**src/rtl/sysmon_frame_formatter.sv**
```systemverilog
// rtl/sysmon_frame_formatter.sv - snapshots one monitor channel and serialises it as a SYNC/ADDR/DATA/CHECKSUM byte frame
module sysmon_frame_formatter #(
    parameter int         NUM_CH    = 8,
    parameter int         DATA_W    = 16,
    parameter logic [7:0] SYNC_BYTE = 8'hA5
) (
    input  logic                     clk,
    input  logic                     reset,
    input  logic                     write,
    input  logic [6:0]               tx_address,
    input  logic [NUM_CH*DATA_W-1:0] ch_data,
    input  logic                     tx_ready,
    output logic [7:0]               tx_byte,
    output logic                     tx_valid,
    output logic                     frame_busy,
    output logic                     write_done,
    output logic                     write_dropped
);

    localparam int NB = DATA_W / 8;
    localparam int FL = 3 + NB;

    localparam logic [1:0] S_IDLE = 2'd0;
    localparam logic [1:0] S_SEND = 2'd1;
    localparam logic [1:0] S_DONE = 2'd2;

    logic [1:0]        state;
    logic [2:0]        idx;
    logic [6:0]        addr_q;
    logic              err_q;
    logic [DATA_W-1:0] data_q;
    logic [7:0]        csum;

    logic              req_err;
    logic [DATA_W-1:0] req_data;
    logic              accept;
    logic              last;
    logic [2:0]        nidx;
    logic [7:0]        next_csum;
    logic [7:0]        next_byte;

    // Out-of-range addresses match no channel, so their snapshot is zero.
    always_comb begin
        req_err  = ({25'd0, tx_address} >= 32'(NUM_CH));
        req_data = '0;
        for (int i = 0; i < NUM_CH; i++) begin
            if (tx_address == 7'(i)) begin
                req_data = ch_data[i*DATA_W +: DATA_W];
            end
        end
    end

    assign accept = tx_valid & tx_ready;
    assign last   = (idx == 3'(FL - 1));
    assign nidx   = idx + 3'd1;

    // The checksum folds in each byte as it is accepted; SYNC (index 0) is skipped.
    always_comb begin
        next_csum = (idx == 3'd0) ? 8'h00 : (csum ^ tx_byte);
        next_byte = next_csum;
        if (nidx == 3'd1) begin
            next_byte = {err_q, addr_q};
        end
        for (int k = 0; k < NB; k++) begin
            if (nidx == 3'(k + 2)) begin
                next_byte = data_q[DATA_W-1-8*k -: 8];
            end
        end
    end

    always_ff @(posedge clk or posedge reset) begin
        if (reset) begin
            state         <= S_IDLE;
            idx           <= '0;
            addr_q        <= '0;
            err_q         <= 1'b0;
            data_q        <= '0;
            csum          <= '0;
            tx_byte       <= '0;
            tx_valid      <= 1'b0;
            frame_busy    <= 1'b0;
            write_done    <= 1'b0;
            write_dropped <= 1'b0;
        end else begin
            write_done    <= 1'b0;
            write_dropped <= 1'b0;
            case (state)
                S_IDLE: begin
                    if (write) begin
                        addr_q     <= tx_address;
                        err_q      <= req_err;
                        data_q     <= req_data;
                        idx        <= '0;
                        csum       <= '0;
                        tx_byte    <= SYNC_BYTE;
                        tx_valid   <= 1'b1;
                        frame_busy <= 1'b1;
                        state      <= S_SEND;
                    end
                end
                S_SEND: begin
                    write_dropped <= write;
                    if (accept) begin
                        csum <= next_csum;
                        if (last) begin
                            tx_valid   <= 1'b0;
                            frame_busy <= 1'b0;
                            write_done <= 1'b1;
                            state      <= S_DONE;
                        end else begin
                            idx     <= nidx;
                            tx_byte <= next_byte;
                        end
                    end
                end
                S_DONE: begin
                    write_dropped <= write;
                    state         <= S_IDLE;
                end
                default: begin
                    tx_valid   <= 1'b0;
                    frame_busy <= 1'b0;
                    state      <= S_IDLE;
                end
            endcase
        end
    end

endmodule
```
**config.mk**
```make
export PLATFORM = sky130hd
export DESIGN_NAME = sysmon_frame_formatter
export DESIGN_NICKNAME = d
export VERILOG_FILES = /design/src/rtl/sysmon_frame_formatter.sv
export SDC_FILE = /design/constraint.sdc
export NUM_CORES = 1
export LEC_CHECK = 0
export ABC_AREA = 1
export BUFFER_PORTS_ARGS = -buffer_cell sky130_fd_sc_hd__buf_4
export CAP_MARGIN = 20
export CORE_ASPECT_RATIO = 1.4
export CORE_MARGIN = 2
export CORE_UTILIZATION = 47
export DETAILED_ROUTE_END_ITERATION = 16
export PLACE_DENSITY = 0.9
export SYNTH_ARGS = -nofsm -noshare
export SYNTH_HDL_FRONTEND = slang
export SYNTH_SLANG_ARGS = --single-unit
```
**constraint.sdc**
```tcl
create_clock -name clk -period 2.3 [get_ports clk]
set_input_delay 0.345 -clock clk [delete_from_list [all_inputs] [get_ports clk]]
set_output_delay 0.345 -clock clk [all_outputs]
set_load 0.02 [all_outputs]
```
==> run_results.csv, run 1 <==
group,metric,value,unit
sta,hold_viol_final,0,
drt,drc_errors,0,
setup_path,start_kind,"flop",
floorplanning,die_w,77.7,um
sta,min_period,2.04,ns
cts,post_cts_resized,0,
sta,worstMarginPinSlew,0.672,ns
placement,port_buffers,150,
synthesis,synthDominantCellAreaShare,0.336,
setup_path,regToRegSetupSlack,0.26,ns
cts,clk_pin_slew,0.09,ns
sta,rsz0062_at_grt,"no",
run_status,status,"finished clean",
setup_path,crit_required,2.52,ns
global_route,grt_pass1_wl,18.6,mm
cts,postCtsSetupBuffers,0,
job,maxCapViolCount,0,
cts,postCtsHoldBufs,0,
placement,dp.cells,794,
synthesis,yosys_register_bits,48,
drt,avgRoutedWirePerCell,14.3,um
floorplanning,pin_count,151,
placement,gp_congestion,1.01,
floorplanning,num_rows,37,
drt,wl,11.5,mm
sta,fin_crit_sh,0.886,
cts,cts-buffers-inserted,5,
layout,drive_gt1_frac,0.264,
layout,num_antenna_cells,0,
cts,cts_sinks,48,
synthesis,ys_warn_count,0,
floorplanning,start_util,0.486,
setup_path,setup.worst_path.start,"state[0]",
drt,vias,4244,
global_route,grt_pass1_vias,4214,
floorplanning,die-area,8340,um^2
global_route,antenna_found_initial,0,
setup_path,reg2reg_from,"state[0]",
setup_path,critical_path_arrival,2.26,ns
layout,layout_commonest_cell,"buf_4",
sta,fin_setup_tns,0,ns
cts,clkLatencyLatePin,0.30,ns
sta,skew,0.00857,ns
cts,cts_htree_levels,2,
cts,tritoncts,"yes",
cts,root_buffer,"clkbuf_8",
synthesis,synth_top_family_by_area,"simple AND/OR/NAND/NOR gates",
power_and_ir_drop,leakage,2.70,nW
synthesis,synthCells,564,
drt,vias_per_cell,5.30,
synthesis,synthTopCellsByArea,"dfrtp_1 (34%), nand2_1 (16%), nand3_1 (10%)",
global_route,track_usage,0.277,
floorplanning,die_h,107,um
global_route,grt_max_degree,51,
power_and_ir_drop,peakVddDrop,0.000505,V
sta,slew_violations,0,
setup_path,critical_path_class,"reg -> reg",
sta,finalSetupViolCount,0,
synthesis,synth_mux_area_frac,0,
synthesis,syn_area_per_cell,6.34,um^2
global_route,gr-total-overflow,0,
sta,fmax,0.491,GHz
synthesis,yosys.area_share.xor_xnor,0.00455,
synthesis,synth-adder-area-share,0.0245,
drt,first_pass_iters,6,
floorplanning,core,7360,um^2
drt,postRouteAntennaNets,0,
placement,dp_hpwl,9.37,mm
layout,finalNetCount,850,
layout,layout_common_cells,"buf_4 (154), nand2_1 (149), nor2_1 (88), nand3_1 (73), inv_1 (68)",
synthesis,synthesis.nets,710,
hold_path,hold_path.class,"in -> async",
layout,finalNonFillerCells,801,
synthesis,ys_seq_area_frac,0.336,
setup_path,cp-end-kind,"flop",
synthesis,yosys.area_share.simple,0.425,
synthesis,yosysTopAreaCell,"dfrtp_1",
power_and_ir_drop,p_per_area,782,nW/um^2
synthesis,synth_cell_types,30,
sta,slew_headroom,0.549,
cts,cts_buffer_depth,2,
synthesis,netlist_area,3580,um^2
drt,first_iter_violations,274,
layout,area_delta_synth_final,34.8,%
setup_path,crit_fanout,10,
synthesis,synth_compound_area_frac,0.0983,
[critical path, cell delays in order (launching register included)]
cell and delay (ns):
dfrtp_1 0.37, inv_1 0.08, ha_1 0.24, inv_1 0.12, or2_1 0.14, nand2_1 0.12
a21oi_2 0.27, inv_2 0.16, nor2_4 0.26, nor2_1 0.07, a21oi_1 0.14
[routing by layer]
| metal | vias up | wire length, um | track usage |
|---|---|---|---|
| met2 | 224 | 5960 | 0.513 |
| met4 | 0 | 456 | 0.134 |
| met3 | 33 | 828 | 0.0446 |
| li1 | 2066 | - | - |
| met1 | 1921 | 4230 | 0.301 |
| met5 | - | 0 | 0 |
[cell usage after synthesis, drive strengths merged]
cell    instances
clkinv          1
a21oi          13
a21o            1
o22ai           5
o211ai          3
xnor2           1
dfrtp          48
or2             6
clkbuf          3
nand2         152
inv            76
o21ai          43
nand4          16
a31oi           1
ha              7
nand3          74
buf            18
nor2           96
[metrics by stage]
| step | util | hold WS [ns] | total power, mW | cell area, um^2 | setup WS, ns |
|---|---|---|---|---|---|
| final | 0.655 | 0.0531 | 3.77 | 4820 | 0.262 |
| after global routing | 0.655 | 0.111 | 4.06 | 4820 | 0.107 |
| after CTS | 0.655 | 0.0775 | 3.74 | 4820 | 0.304 |
| after detailed placement | 0.645 | 0.397 | 3.27 | 4740 | 0.329 |
| after global placement | 0.645 | 0.395 | 3.18 | 4740 | 0.378 |
| after floorplan | - | 0.444 | 2.58 | 3580 | 0.724 |
[layout make-up]
cell class	count	area, um^2
clock buffer	6	72.6
clock inverter	1	5.00
fill	673	2540
inverter	77	289
multi-input combinational	418	1980
sequential	48	1200
tap	97	121
timing repair buffer	154	1160
[state kept, by name, indices dropped and copies added, names as in the netlist]
name           cells
err_q              1
tx_byte            8
write_dropped      1
addr_q             7
state              2
idx                3
data_q            16
write_done         1
frame_busy         1
csum               8
[cell families after synthesis]
kind of cell               after synthesis
AOI/OAI and AO/OA                       66
xor gates and xnor gates                 1
adders and majority gates                7
buffers and inverters                   98
DFF                                     48
and+or+nand+nor                        344
[power breakdown]
group          internal [mW]  total (mW)  switching [mW]  leakage (nW)
Sequential              1.09        1.27           0.184         0.622
Combinational          0.751        2.03            1.27          2.04
Clock                  0.207       0.472           0.265        0.0410
[final timing paths]
kind                       depth (start not counted)             to
min reg2reg                                        2      data_q[8]
max reg2reg                                       10     tx_byte[7]
max                                               10     tx_byte[7]
max in group asynchronous                          3         idx[2]
min                                                2     tx_byte[4]
min in group clk                                   3  write_dropped
Power figures use the tool's default switching activity.
==> inputs of run 2 (changes only) <==
Settings changed: ABC_AREA 1 to default, CORE_MARGIN 2 to default, PLACE_DENSITY 0.9 to 0.88.
==> run 2 against run 1 <==
- synthesized cell count fell by 19%
- via count fell by 4.7%
- cell count fell by 14%
- critical endpoint is now csum[5]
- die area rose by 7.3%
- global-route usage fell by 1.2 points
- non-clock buffer count rose by 15
- combinational power rose by 16%
- largest power group unchanged
- highest routed layer unchanged
==> run_results.csv, run 2 <==
group,metric,value,unit
sta,min_period,1.98,ns
setup_path,crit_required,2.54,ns
cts,tritoncts,"yes",
sta,fin_setup_tns,0,ns
placement,place_area,5190,um^2
setup_path,path_cells,"inv_1 > ha_1 > inv_2 > or4_4 > o21ai_0 > a21o_1",
floorplanning,pin_count,151,
synthesis,yosys_register_bits,48,
global_route,track_usage,0.265,
setup_path,crit_family,"simple AND/OR/NAND/NOR gates",
synthesis,synthFlopType,"dfrtp_1",
cts,cts-buffers-inserted,5,
drt,wl_met1,4.28,mm
floorplanning,die_h,112,um
layout,largest_register_ffs,16,
synthesis,synthCells,455,
drt,wl_met3,517,um
hold_path,hold_path.class,"in -> async",
synthesis,ys_seq_area_frac,0.298,
cts,clk_pin_slew,0.07,ns
setup_path,worstReg2RegEnd,"csum[5]",
synthesis,synth_cell_types,47,
sta,fin_crit_sh,0.860,
layout,largest-register,"data_q",
setup_path,reg2reg_from,"state[1]",
sta,slew_headroom,0.615,
cts,cts_buffer_depth,2,
placement,gp_congestion,0.911,
layout,fin_util,0.648,
drt,vias,4046,
setup_path,crit_slowest_cell,"or4_4",
layout,layout_common_cells,"buf_4 (168), nand2_1 (50), dfrtp_1 (48), mux2i_1 (45), a21oi_1 (34)",
floorplanning,num_rows,39,
synthesis,synthesis.nets,601,
power_and_ir_drop,leakage,2.57,nW
synthesis,ys_async_sr_fraction,1.00,
setup_path,regToRegSetupSlack,0.32,ns
synthesis,synthDominantCellAreaShare,0.298,
setup_path,start_kind,"flop",
power_and_ir_drop,p_per_area,864,nW/um^2
drt,first_pass_iters,4,
drt,first_iter_violations,164,
placement,dp_hpwl,9.00,mm
drt,top_layer_used,"met4",
layout,num_antenna_cells,0,
sta,skew,0.00887,ns
synthesis,synth_commonest_cells,"nand2_1 (50), dfrtp_1 (48), mux2i_1 (45)",
layout,reg_top3,"data_q x16, csum x8, tx_byte x8",
job,maxCapViolCount,0,
synthesis,ys_warn_count,0,
sta,fmax,0.506,GHz
floorplanning,die-area,8950,um^2
sta,hold_viol_final,0,
synthesis,synth_edf_count,0,
layout,finalNetCount,732,
global_route,grt_pass1_wl,18.7,mm
cts,cts_htree_levels,2,
sta,slew_violations,0,
setup_path,critical_path_arrival,2.21,ns
drt,postRouteAntennaNets,0,
setup_path,cp-end-kind,"flop",
layout,drive_gt1_frac,0.375,
synthesis,yosysMostFrequentCell,"nand2_1",
global_route,grt_pass1_vias,4184,
layout,seqCellArea,1200,um^2
power_and_ir_drop,finalPower,4.62,mW
floorplanning,die_w,80.2,um
setup_path,critPathBufInv,2,
setup_path,critical_path_class,"reg -> reg",
synthesis,yosysTopAreaCell,"dfrtp_1",
layout,multi_input_area,2520,um^2
global_route,antenna_found_initial,0,
drt,wl,11.3,mm
synthesis,netlist_area,4030,um^2
setup_path,max_stage_delay,0.67,ns
drt,avgRoutedWirePerCell,16.4,um
placement,dp.cells,681,
placement,port_buffers,150,
layout,finish.instance_area,5340,um^2
layout,area_delta_synth_final,32.7,%
drt,wl_met2,6.07,mm
drt,drc_errors,0,
cts,post_cts_resized,0,
floorplanning,start_util,0.488,
setup_path,crit_fanout,15,
floorplanning,core,8250,um^2
setup_path,rr_worst_depth,6,
cts,cts_sinks,48,
global_route,grt_max_degree,44,
power_and_ir_drop,peakVddDrop,0.000542,V
cts,postCtsHoldBufs,0,
sta,whs,0.117,ns
layout,fill_cells,673,
global_route,gr-total-overflow,0,
layout,finalNonFillerCells,689,
layout,layout_commonest_cell,"buf_4",
sta,worstMarginPinSlew,0.577,ns
sta,rsz0062_at_grt,"no",
run_status,status,"finished clean",
cts,postCtsSetupBuffers,0,
cts,root_buffer,"clkbuf_16",
sta,finalSetupViolCount,0,
synthesis,syn_area_per_cell,8.85,um^2
synthesis,synthTopCellsByArea,"dfrtp_1 (30%), mux2i_1 (11%), a221oi_2 (6.3%)",
placement,pre_cts_slack,0.225,ns
drt,vias_per_cell,5.87,
cts,clkLatencyLatePin,0.29,ns
sta,layout_setup_ws,0.322,ns
==> run 2: worst reg2reg max path, delay by kind of cell, from the launching register on <==
family | cells | cell delay, ns
simple gates | 1 | 0.67
flops | 1 | 0.40
compound gates | 2 | 0.33
fa+ha+maj | 1 | 0.31
buf+inv | 2 | 0.21
==> run 2: report_power, final <==
| part | total (mW) | leakage, nW | internal (mW) | switching [mW] |
|---|---|---|---|---|
| clock network | 0.751 | 0.0772 | 0.435 | 0.316 |
| logic | 2.36 | 1.90 | 1.11 | 1.25 |
| registers | 1.51 | 0.594 | 1.21 | 0.301 |
==> run 2: final cells by class <==
| type | count | area share |
|---|---|---|
| Tap cell | 102 | 0.0239 |
| Timing Repair Buffer | 169 | 0.240 |
| Inverter | 16 | 0.0112 |
| Sequential cell | 48 | 0.225 |
| Clock inverter | 2 | 0.00258 |
| Multi-Input combinational cell | 346 | 0.472 |
| Clock buffer | 6 | 0.0260 |
==> run 2: cell families after synthesis <==
family,share of synthesized area
adders and majority gates,0.0217
and+or+nand+nor,0.143
xor gates and xnor gates,0.0196
DFF,0.298
muxes,0.126
AOI/OAI and AO/OA,0.316
buffers and inverters,0.0758
==> run 2: worst max path at each step <==
| stage | start | cells past startpoint | to |
|---|---|---|---|
| 4_1_cts | state[1] | 6 | csum[4] |
| 3_5_place_dp | tx_address[3] | 5 | data_q[13] |
| 3_3_place_gp | tx_address[3] | 5 | data_q[13] |
| 6_report | state[1] | 6 | csum[5] |
| 2_1_floorplan | idx[0] | 9 | csum[0] |
| 5_1_grt | idx[0] | 7 | idx[0] |
==> run 2: per-layer routing <==
metal | GRT usage | vias to the layer above
met2 | 0.481 | 145
li1 | - | 1952
met1 | 0.296 | 1911
met3 | 0.0402 | 38
met5 | 0 | -
met4 | 0.119 | 0
